===== config.mk =====
export PLATFORM = sky130hd
export DESIGN_NAME = ifu_burst_prefetch_flat
export DESIGN_NICKNAME = d
export VERILOG_FILES = /design/src/rtl/ifu_burst_prefetch_if.sv /design/src/rtl/ifu_burst_prefetch.sv /design/src/flat_wrapper.sv
export SDC_FILE = /design/constraint.sdc
export NUM_CORES = 1
export LEC_CHECK = 0
export CAP_MARGIN = 20
export CORE_MARGIN = 2
export CORE_UTILIZATION = 60
export CTS_BUF_LIST = sky130_fd_sc_hd__clkbuf_8
export DETAILED_ROUTE_END_ITERATION = 8
export PLACE_DENSITY = 0.88
export SLEW_MARGIN = 20
export SYNTH_ARGS = -nofsm -noshare
export SYNTH_HDL_FRONTEND = slang
export SYNTH_SLANG_ARGS = --single-unit

===== constraint.sdc =====
create_clock -name clk -period 8.55 [get_ports clk]
set_clock_uncertainty 0.05 [all_clocks]
set_input_delay 1.71 -clock clk [delete_from_list [all_inputs] [get_ports clk]]
set_output_delay 1.71 -clock clk [all_outputs]
set_load 0.01 [all_outputs]

===== src/rtl/ifu_burst_prefetch_if.sv =====
// ifu_burst_prefetch_if: redirect, IDU delivery and AXI4 read channels of the burst fetch unit
interface ifu_burst_prefetch_if #(
  parameter int ADDR_W = 32,
  parameter int DATA_W = 32
);
  logic              redirect_valid;
  logic [ADDR_W-1:0] redirect_pc;
  logic              inst_valid;
  logic              inst_ready;
  logic [DATA_W-1:0] inst;
  logic [ADDR_W-1:0] inst_pc;
  logic              inst_err;
  logic              arvalid;
  logic              arready;
  logic [ADDR_W-1:0] araddr;
  logic [3:0]        arid;
  logic [7:0]        arlen;
  logic [2:0]        arsize;
  logic [1:0]        arburst;
  logic              rvalid;
  logic              rready;
  logic [DATA_W-1:0] rdata;
  logic [1:0]        rresp;
  logic              rlast;
  logic [3:0]        rid;
  modport master (
    input  redirect_valid, redirect_pc, inst_ready, arready, rvalid, rdata, rresp, rlast, rid,
    output inst_valid, inst, inst_pc, inst_err, arvalid, araddr, arid, arlen, arsize, arburst, rready
  );
  modport slave (
    output redirect_valid, redirect_pc, inst_ready, arready, rvalid, rdata, rresp, rlast, rid,
    input  inst_valid, inst, inst_pc, inst_err, arvalid, araddr, arid, arlen, arsize, arburst, rready
  );
endinterface


===== src/rtl/ifu_burst_prefetch.sv =====
// ifu_burst_prefetch: AXI4 INCR burst instruction fetch into a prefetch FIFO with redirect flush
module ifu_burst_prefetch #(
  parameter int                ADDR_W     = 32,
  parameter int                DATA_W     = 32,
  parameter int                BURST_LEN  = 4,
  parameter int                FIFO_DEPTH = 8,
  parameter logic [ADDR_W-1:0] RESET_PC   = 32'h8000_0000,
  parameter logic [3:0]        AXI_ID     = 4'd0
) (
  input logic clk,
  input logic rst,
  ifu_burst_prefetch_if.master bus
);
  localparam int PW = FIFO_DEPTH > 1 ? $clog2(FIFO_DEPTH) : 1;
  localparam int CW = $clog2(FIFO_DEPTH + 1);

  typedef enum logic [1:0] {IDLE, AR, R, DRAIN} state_t;
  typedef struct packed {
    logic [DATA_W-1:0] data;
    logic [ADDR_W-1:0] pc;
    logic              err;
  } entry_t;

  state_t            state_q, state_d;
  logic [ADDR_W-1:0] fpc_q, fpc_d;
  logic [ADDR_W-1:0] araddr_q, araddr_d;
  logic [7:0]        arlen_q, arlen_d;
  logic              arvalid_q, arvalid_d;
  logic              rready_q, rready_d;
  logic [ADDR_W-1:0] beat_pc_q, beat_pc_d;
  logic              kill_q, kill_d;
  logic [PW-1:0]     wr_ptr_q, wr_ptr_d;
  logic [PW-1:0]     rd_ptr_q, rd_ptr_d;
  logic [CW-1:0]     count_q, count_d;
  entry_t            mem_q [FIFO_DEPTH];
  entry_t            mem_d [FIFO_DEPTH];

  logic          redir, ar_hs, r_hs, push, pop, drop;
  logic [CW-1:0] off, beats, free;
  logic          unused_ok;

  assign unused_ok = ^{bus.rid, bus.redirect_pc[1:0]};

  // next-state logic: burst sizing, AR/R sequencing, redirect handling and FIFO bookkeeping
  always_comb begin
    redir     = bus.redirect_valid;
    ar_hs     = arvalid_q & bus.arready;
    r_hs      = rready_q & bus.rvalid;
    push      = state_q == R && r_hs && !redir;
    pop       = count_q != '0 && bus.inst_ready && !redir;
    drop      = kill_q | redir;
    off       = CW'((fpc_q >> 2) & ADDR_W'(BURST_LEN - 1));
    beats     = CW'(BURST_LEN) - off;
    free      = CW'(FIFO_DEPTH) - count_q;
    state_d   = state_q;
    fpc_d     = fpc_q;
    araddr_d  = araddr_q;
    arlen_d   = arlen_q;
    arvalid_d = arvalid_q;
    rready_d  = rready_q;
    beat_pc_d = push ? beat_pc_q + ADDR_W'(4) : beat_pc_q;
    kill_d    = kill_q;
    if (state_q == IDLE && !redir && free >= beats) begin
      state_d   = AR;
      arvalid_d = 1'b1;
      araddr_d  = fpc_q;
      arlen_d   = 8'(beats - CW'(1));
    end
    if (state_q == AR && ar_hs) begin
      state_d   = drop ? DRAIN : R;
      arvalid_d = 1'b0;
      rready_d  = 1'b1;
      beat_pc_d = araddr_q;
      kill_d    = 1'b0;
      fpc_d     = drop ? fpc_q : fpc_q + ((ADDR_W'(arlen_q) + ADDR_W'(1)) << 2);
    end else if (state_q == AR && redir) begin
      kill_d = 1'b1;
    end
    if ((state_q == R || state_q == DRAIN) && r_hs && bus.rlast) begin
      state_d  = IDLE;
      rready_d = 1'b0;
    end else if (state_q == R && redir) begin
      state_d = DRAIN;
    end
    if (redir) fpc_d = {bus.redirect_pc[ADDR_W-1:2], 2'b00};
    wr_ptr_d = redir ? '0 : push ? (wr_ptr_q == PW'(FIFO_DEPTH - 1) ? '0 : wr_ptr_q + PW'(1)) : wr_ptr_q;
    rd_ptr_d = redir ? '0 : pop ? (rd_ptr_q == PW'(FIFO_DEPTH - 1) ? '0 : rd_ptr_q + PW'(1)) : rd_ptr_q;
    count_d  = redir ? '0 : count_q + CW'(push) - CW'(pop);
    mem_d    = mem_q;
    if (push) mem_d[wr_ptr_q] = '{data: bus.rdata, pc: beat_pc_q, err: bus.rresp != 2'b00};
  end

  // control state and registered AXI/FIFO outputs; reset abandons any burst in flight
  always_ff @(posedge clk or posedge rst) begin
    if (rst) begin
      state_q   <= IDLE;
      fpc_q     <= RESET_PC;
      araddr_q  <= '0;
      arlen_q   <= '0;
      arvalid_q <= 1'b0;
      rready_q  <= 1'b0;
      beat_pc_q <= '0;
      kill_q    <= 1'b0;
      wr_ptr_q  <= '0;
      rd_ptr_q  <= '0;
      count_q   <= '0;
    end else begin
      state_q   <= state_d;
      fpc_q     <= fpc_d;
      araddr_q  <= araddr_d;
      arlen_q   <= arlen_d;
      arvalid_q <= arvalid_d;
      rready_q  <= rready_d;
      beat_pc_q <= beat_pc_d;
      kill_q    <= kill_d;
      wr_ptr_q  <= wr_ptr_d;
      rd_ptr_q  <= rd_ptr_d;
      count_q   <= count_d;
    end
  end

  // prefetch storage; validity is tracked by count, so no reset is needed
  always_ff @(posedge clk) begin
    mem_q <= mem_d;
  end

  assign bus.inst_valid = count_q != '0;
  assign bus.inst       = mem_q[rd_ptr_q].data;
  assign bus.inst_pc    = mem_q[rd_ptr_q].pc;
  assign bus.inst_err   = mem_q[rd_ptr_q].err;
  assign bus.arvalid    = arvalid_q;
  assign bus.araddr     = araddr_q;
  assign bus.arid       = AXI_ID;
  assign bus.arlen      = arlen_q;
  assign bus.arsize     = 3'b010;
  assign bus.arburst    = 2'b01;
  assign bus.rready     = rready_q;
endmodule

===== src/flat_wrapper.sv =====
// flat-port wrapper written by rule: the top's interface ports become plain ports
module ifu_burst_prefetch_flat 
#(
  parameter int                ADDR_W     = 32,
  parameter int                DATA_W     = 32,
  parameter int                BURST_LEN  = 4,
  parameter int                FIFO_DEPTH = 8,
  parameter logic [ADDR_W-1:0] RESET_PC   = 32'h8000_0000,
  parameter logic [3:0]        AXI_ID     = 4'd0
)
  (clk, rst, bus_redirect_valid, bus_redirect_pc, bus_inst_ready, bus_arready, bus_rvalid, bus_rdata, bus_rresp, bus_rlast, bus_rid, bus_inst_valid, bus_inst, bus_inst_pc, bus_inst_err, bus_arvalid, bus_araddr, bus_arid, bus_arlen, bus_arsize, bus_arburst, bus_rready);
  ifu_burst_prefetch_if #(.ADDR_W(ADDR_W), .DATA_W(DATA_W)) bus_i ();
  input logic clk;
  input logic rst;
  input wire logic [$bits(bus_i.redirect_valid)-1:0] bus_redirect_valid;
  input wire logic [$bits(bus_i.redirect_pc)-1:0] bus_redirect_pc;
  input wire logic [$bits(bus_i.inst_ready)-1:0] bus_inst_ready;
  input wire logic [$bits(bus_i.arready)-1:0] bus_arready;
  input wire logic [$bits(bus_i.rvalid)-1:0] bus_rvalid;
  input wire logic [$bits(bus_i.rdata)-1:0] bus_rdata;
  input wire logic [$bits(bus_i.rresp)-1:0] bus_rresp;
  input wire logic [$bits(bus_i.rlast)-1:0] bus_rlast;
  input wire logic [$bits(bus_i.rid)-1:0] bus_rid;
  output wire logic [$bits(bus_i.inst_valid)-1:0] bus_inst_valid;
  output wire logic [$bits(bus_i.inst)-1:0] bus_inst;
  output wire logic [$bits(bus_i.inst_pc)-1:0] bus_inst_pc;
  output wire logic [$bits(bus_i.inst_err)-1:0] bus_inst_err;
  output wire logic [$bits(bus_i.arvalid)-1:0] bus_arvalid;
  output wire logic [$bits(bus_i.araddr)-1:0] bus_araddr;
  output wire logic [$bits(bus_i.arid)-1:0] bus_arid;
  output wire logic [$bits(bus_i.arlen)-1:0] bus_arlen;
  output wire logic [$bits(bus_i.arsize)-1:0] bus_arsize;
  output wire logic [$bits(bus_i.arburst)-1:0] bus_arburst;
  output wire logic [$bits(bus_i.rready)-1:0] bus_rready;
  assign bus_i.redirect_valid = bus_redirect_valid;
  assign bus_i.redirect_pc = bus_redirect_pc;
  assign bus_i.inst_ready = bus_inst_ready;
  assign bus_i.arready = bus_arready;
  assign bus_i.rvalid = bus_rvalid;
  assign bus_i.rdata = bus_rdata;
  assign bus_i.rresp = bus_rresp;
  assign bus_i.rlast = bus_rlast;
  assign bus_i.rid = bus_rid;
  assign bus_inst_valid = bus_i.inst_valid;
  assign bus_inst = bus_i.inst;
  assign bus_inst_pc = bus_i.inst_pc;
  assign bus_inst_err = bus_i.inst_err;
  assign bus_arvalid = bus_i.arvalid;
  assign bus_araddr = bus_i.araddr;
  assign bus_arid = bus_i.arid;
  assign bus_arlen = bus_i.arlen;
  assign bus_arsize = bus_i.arsize;
  assign bus_arburst = bus_i.arburst;
  assign bus_rready = bus_i.rready;
  ifu_burst_prefetch #(.ADDR_W(ADDR_W), .DATA_W(DATA_W), .BURST_LEN(BURST_LEN), .FIFO_DEPTH(FIFO_DEPTH), .RESET_PC(RESET_PC), .AXI_ID(AXI_ID)) u_core (.clk(clk), .rst(rst), .bus(bus_i));
endmodule

=== Word-level counts from Yosys, hierarchy flattened ===
Cells that the tools add are included.

* Word-level logic and storage cells: 115
* Input port bits: 77
* Bits in registers: 639
* Output and inout port bits: 117

* Eq/ne operators: 6
* Add/sub/neg operators: 10
* Order comparisons: 4
* Bitwise gates (word level): 5
* Muxes and demuxes: 29
* Reduce and logical (&&, ||, !) cells: 26

{| class="wikitable"
|+ Operator list
! cell !! count
|-
| $bwmux 520 || 1
|-
| $bmux 65 s3 || 1
|-
| $demux 65 s3 || 1
|-
| $mux 65 || 3
|-
| $mux 32 || 5
|-
| $add 32x3->32 const B || 1
|-
| $add 32x32->32 || 1
|-
| $mux 3 || 6
|-
| $reduce_bool 2->1 || 8
|-
| $logic_and 1x1->1 || 12
|-
| $add 8x1->9 const B || 1
|-
| $ge 4x4->1 const B || 2
|-
| $mux 2 || 4
|-
| $not 3->4 || 2
|-
| $reduce_bool 4->1 || 2
|-
| $mux 1 || 7
|-
| $add 3x1->3 const B || 2
|-
| $eq 3x3->1 const B || 2
|-
| $sub 4x1->5 const B || 1
|-
| $add 4x1->4 || 1
|-
| $eq 2x2->1 const B || 2
|-
| $ge 4x4->1 || 1
|-
| $lt 4x1->1 const B || 1
|-
| $mux 4 || 1
|-
| 11 further kinds || 12
|}

=== Logic depth before layout (Yosys ltp) ===
* Depth in word-level cells: 7
* Gate-level depth with buffers: 12
* Mapped depth without buffers: 12

=== Worst setup path before layout ===
OpenSTA, ideal clock, no wires.

* Path kind: input to register
* Start: input bus_rvalid
* End: register u_core.mem_q[455] (netlist name) (enable)
* Path slack: -502 ps
* Library setup time: 639 ps
* Buffers on the path: 2
* Stages: 5
* Arrival: 8363 ps
* Data required time: 7861 ps
* Cell sequence: and3_1 -> clkbuf_1 -> nand2_1 -> clkbuf_1 -> nor4_1

* Cells in the longest elaborated chain, start to end: 3

{| class="wikitable"
|+ Ends and longest elaborated chain
! what !! line !! RTL
|-
| start: declaration || flat_wrapper.sv:19 || <nowiki>input wire logic [$bits(bus_i.rvalid)-1:0] bus_rvalid;</nowiki>
|-
| $and 1x1->1 || ifu_burst_prefetch.sv:48 || <nowiki>r_hs = rready_q & bus.rvalid;</nowiki>
|-
| $logic_and 1x1->1 (2 in series) || ifu_burst_prefetch.sv:49 || <nowiki>push = state_q == R && r_hs && !redir;</nowiki>
|-
| end signal: assignment || ifu_burst_prefetch.sv:124 || <nowiki>mem_q <= mem_d;</nowiki>
|-
| end: declaration || ifu_burst_prefetch.sv:35 || <nowiki>entry_t mem_q [FIFO_DEPTH];</nowiki>
|}

Every way passes these cells.
A chain may end at the register's enable or synchronous reset.

=== Worst setup path after layout ===
* Start: register u_core.rd_ptr_q[1]
* End: output bus_inst_pc[4]

* Cells in the longest elaborated chain, start to end: 4

{| class="wikitable"
|+ Ends and longest elaborated chain
! what !! line !! RTL
|-
| start: declaration || ifu_burst_prefetch.sv:33 || <nowiki>logic [PW-1:0] rd_ptr_q, rd_ptr_d;</nowiki>
|-
| start signal: assignment || ifu_burst_prefetch.sv:117 || <nowiki>rd_ptr_q <= rd_ptr_d;</nowiki>
|-
| $not 3->4 (implied by the code) || ifu_burst_prefetch.sv:129 || <nowiki>assign bus.inst_pc = mem_q[rd_ptr_q].pc;</nowiki>
|-
| $bmux 65 s3 || ifu_burst_prefetch.sv:129 ||
|-
| $mux 65 (2 in series) || n/a ||
|-
| end: declaration || flat_wrapper.sv:26 || <nowiki>output wire logic [$bits(bus_i.inst_pc)-1:0] bus_inst_pc;</nowiki>
|}

Every way passes these cells. The select of a mux whose other input is x is not followed.

==> results.cfg <==
[pwr]
swShare = 0.231
power_switching_uw = 1430
power_density_nw_per_um2 = 214
pwr-share-clk = 0.358
p_leak_uw = 0.0105
power.internal_uw = 4770
ir_drop_mv = 0.117
comb_power_share = 0.110
p_seq_frac = 0.532

[critical_path]
cp.arrival_ns = 3.87
worst_path_max_delay_cell = dfrtp_4
crit_family = buffers and inverters
crit_chain = buf_4 > mux4_2 > mux2_2 > clkdlybuf4s50_1
crit_fanout = 66
cp.buffers_inverters = 2
cp_data_required_time_ns = 6.79
end_kind = output port
critPathKind = flop to output port
crit_path_start_kind = flop
cpPeakStageDelay_ns = 1.02

[global_route]
antenna_found_initial = 0
grt_util_all_layers = 0.247
grt_pass1_wl_um = 81300
gr-total-overflow = 0
grt_max_degree = 104
grt_pass1_vias = 14200

[job]
max_cap_violations = 0

[finish]
syn2layout_area_growth_pct = 16.0
seq_area_sq_um = 17900
fin_util = 0.706
fin_nets = 1694
multiInputGateArea_sq_um = 6680
antenna_cells = 0
n_fill_cell = 2413
final_cell_mix = 504 x edfxtp_1, 172 x clkdlybuf4s50_1, 126 x mux4_2, 105 x dfrtp_1, 101 x clkbuf_8
final_cell_area_sq_um = 28900
mostFrequentLayoutCell = edfxtp_1
drive_gt1_frac = 0.226

[timing]
tns_ns = 0
period_needed_ns = 5.63
setup_violations = 0
finalCritPeriodShare = 0.658
worstMarginPinSlew_ns = 1.12
max-slew-margin-rel = 0.255
fmax_ghz = 0.178
drv_slew = 0
rsz0062_at_grt = no
hold_viol_final = 0

[floorplanning]
io_pins = 194
rows = 74
start_util = 0.609
fp.dieH_um = 208
die_area_sq_um = 43200
die_w_um = 208
coreArea_sq_um = 40900

[detailed_routing]
drtAntennaViolNets = 0
detail_route.wl_per_cell_um = 24.0
drt_iter0_drc = 1276
first_pass_iters = 5
drc = 0
routed_wl_um = 52600
vias = 13600
viasPerCell = 6.19

[logic_synthesis]
netlist.area_leader.share = 0.608
synthFlopType = edfxtp_1
ys_types = 60
synth_top_cell_by_area = edfxtp_1
synth-seq-cells = 613
ys_seq_area_frac = 0.717
synth_edf_count = 504
syn-mean-instance-area_sq_um = 18.2
synth_area_leaders = edfxtp_1 61%, mux4_2 11%, dfrtp_1 11%
async_flop_share = 0.178
synth_area_sq_um = 24900
yosys_warnings = 0
synthCells = 1367

[clocking]
ctsHoldBuffers = 0
clkTransAtPathRegs_ns = 0.06
cts_max_path_buffers = 3
cts_made_buffers = 93
cts.sink_count = 613
cts_setup_buffers = 0
cts_tree = done
clkLatencyLatePin_ns = 0.64
cts_htree_levels = 3
cts_resized = 0
clockRootBuffer = clkbuf_8

[hold_path]
hold_path_class = flop to flop

[place]
io_buffers = 173
gp_congestion = 0.886
post-dp-hpwl_um = 30400
place_area_sq_um = 27200

[run_status]
status = completed
==> cell type report <==
| cell class | instances | area share |
|---|---|---|
| sequential | 613 | 0.618 |
| multi-input combinational | 664 | 0.231 |
| timing repair buffer | 190 | 0.0646 |
| clock buffer | 101 | 0.0481 |
| tap | 532 | 0.0230 |
| clock inverter | 63 | 0.0113 |
| inverter | 26 | 0.00346 |
==> Yosys cell counts (3+ instances only) <==
| cell type | number |
|---|---|
| nand2_1 | 87 |
| mux2i_1 | 3 |
| nor3b_1 | 4 |
| a22o_1 | 3 |
| nor2_1 | 37 |
| or2_2 | 3 |
| nor4_1 | 8 |
| inv_1 | 26 |
| a31oi_1 | 5 |
| mux4_2 | 126 |
| nand3_1 | 19 |
| a21oi_1 | 20 |
| a21o_1 | 8 |
| mux2_2 | 89 |
| buf_4 | 17 |
| and3_1 | 8 |
| or4_1 | 5 |
| xor2_1 | 12 |
| buf_1 | 12 |
| xnor2_1 | 23 |
| dfrtp_1 | 108 |
| o21a_1 | 4 |
| and2_1 | 4 |
| a221o_1 | 12 |
| nand2b_1 | 4 |
| nor2b_1 | 4 |
| o21ai_0 | 58 |
| edfxtp_1 | 504 |
| nand4_1 | 13 |
| ha_1 | 27 |
| nor3_1 | 20 |
| o2111ai_1 | 4 |
| clkbuf_1 | 44 |
| o211ai_1 | 8 |
==> tightest hold or removal path, delay by kind of cell, from the launching register on <==
kind | cells | cell delay [ns]
DFF | 1 | 0.39
and+or+nand+nor | 1 | 0.06
AOI/OAI and AO/OA | 1 | 0.06
==> kinds of logic after synthesis <==
kind of cell    after synthesis  synth area share
compound gates              139            0.0358
mux                         218             0.155
xor+xnor                     35            0.0123
buf+inv                     103            0.0188
fa+ha+maj                    29            0.0152
flops                       613             0.717
other cells                   2          0.000302
simple gates                228            0.0449
==> per-layer routing <==
metal | GRT usage | part of all wire | up-vias
li1 | - | - | 5878
met1 | 0.336 | 0.39 | 6905
met2 | 0.416 | 0.51 | 678
met3 | 0.0454 | 0.077 | 97
met4 | 0.0714 | 0.021 | 0
met5 | 0 | 0 | -
==> registers in the layout, summed over array words and instances (netlist names) <==
signal,cells
u_core.count_q,4
u_core.bus.araddr,30
u_core.bus.arlen,4
u_core.fpc_q,30
u_core.bus.rready,1
u_core.wr_ptr_q,3
u_core.mem_q,504
u_core.kill_q,1
u_core.state_q,2
u_core.rd_ptr_q,3
u_core.beat_pc_q,30
u_core.bus.arvalid,1
==> per-stage QoR <==
stage          total power, uW  std cells  worst slack, ns  hold WS [ns]
6_report                  6200       2189             2.92         0.503
5_1_grt                   6430       2189             2.80         0.532
4_1_cts                   6250       2189             2.89         0.499
3_5_place_dp              4050       2025             3.00         0.478
3_3_place_gp              4020       2025             3.05         0.475
2_1_floorplan             3820       1380            0.875         0.449
==> power by group through the flow <==
| stage | registers, uW | logic [uW] | clock network (uW) |
|---|---|---|---|
| 2_1_floorplan | 3310 | 512 | 0 |
| 3_3_place_gp | 3360 | 668 | 0 |
| 3_5_place_dp | 3360 | 687 | 0 |
| 4_1_cts | 3300 | 694 | 2260 |
| 5_1_grt | 3300 | 741 | 2380 |
| 6_report | 3300 | 681 | 2220 |
==> final timing paths <==
path | from | to | slack (ns) | cells past startpoint
setup reg to reg | u_core.state_q[1] | u_core.mem_q[322] | 4.79 | 7
max in group asynchronous | rst | u_core.beat_pc_q[12] | 5.73 | 3
min in group asynchronous | rst | u_core.count_q[1] | 1.45 | 2
hold reg to reg | u_core.bus.araddr[14] | u_core.beat_pc_q[14] | 0.50 | 2
hold / removal | u_core.bus.araddr[14] | u_core.beat_pc_q[14] | 0.50 | 2
setup / recovery | u_core.rd_ptr_q[1] | bus_inst_pc[4] | 2.92 | 4
No activity file was read; power rests on OpenSTA's default activity.
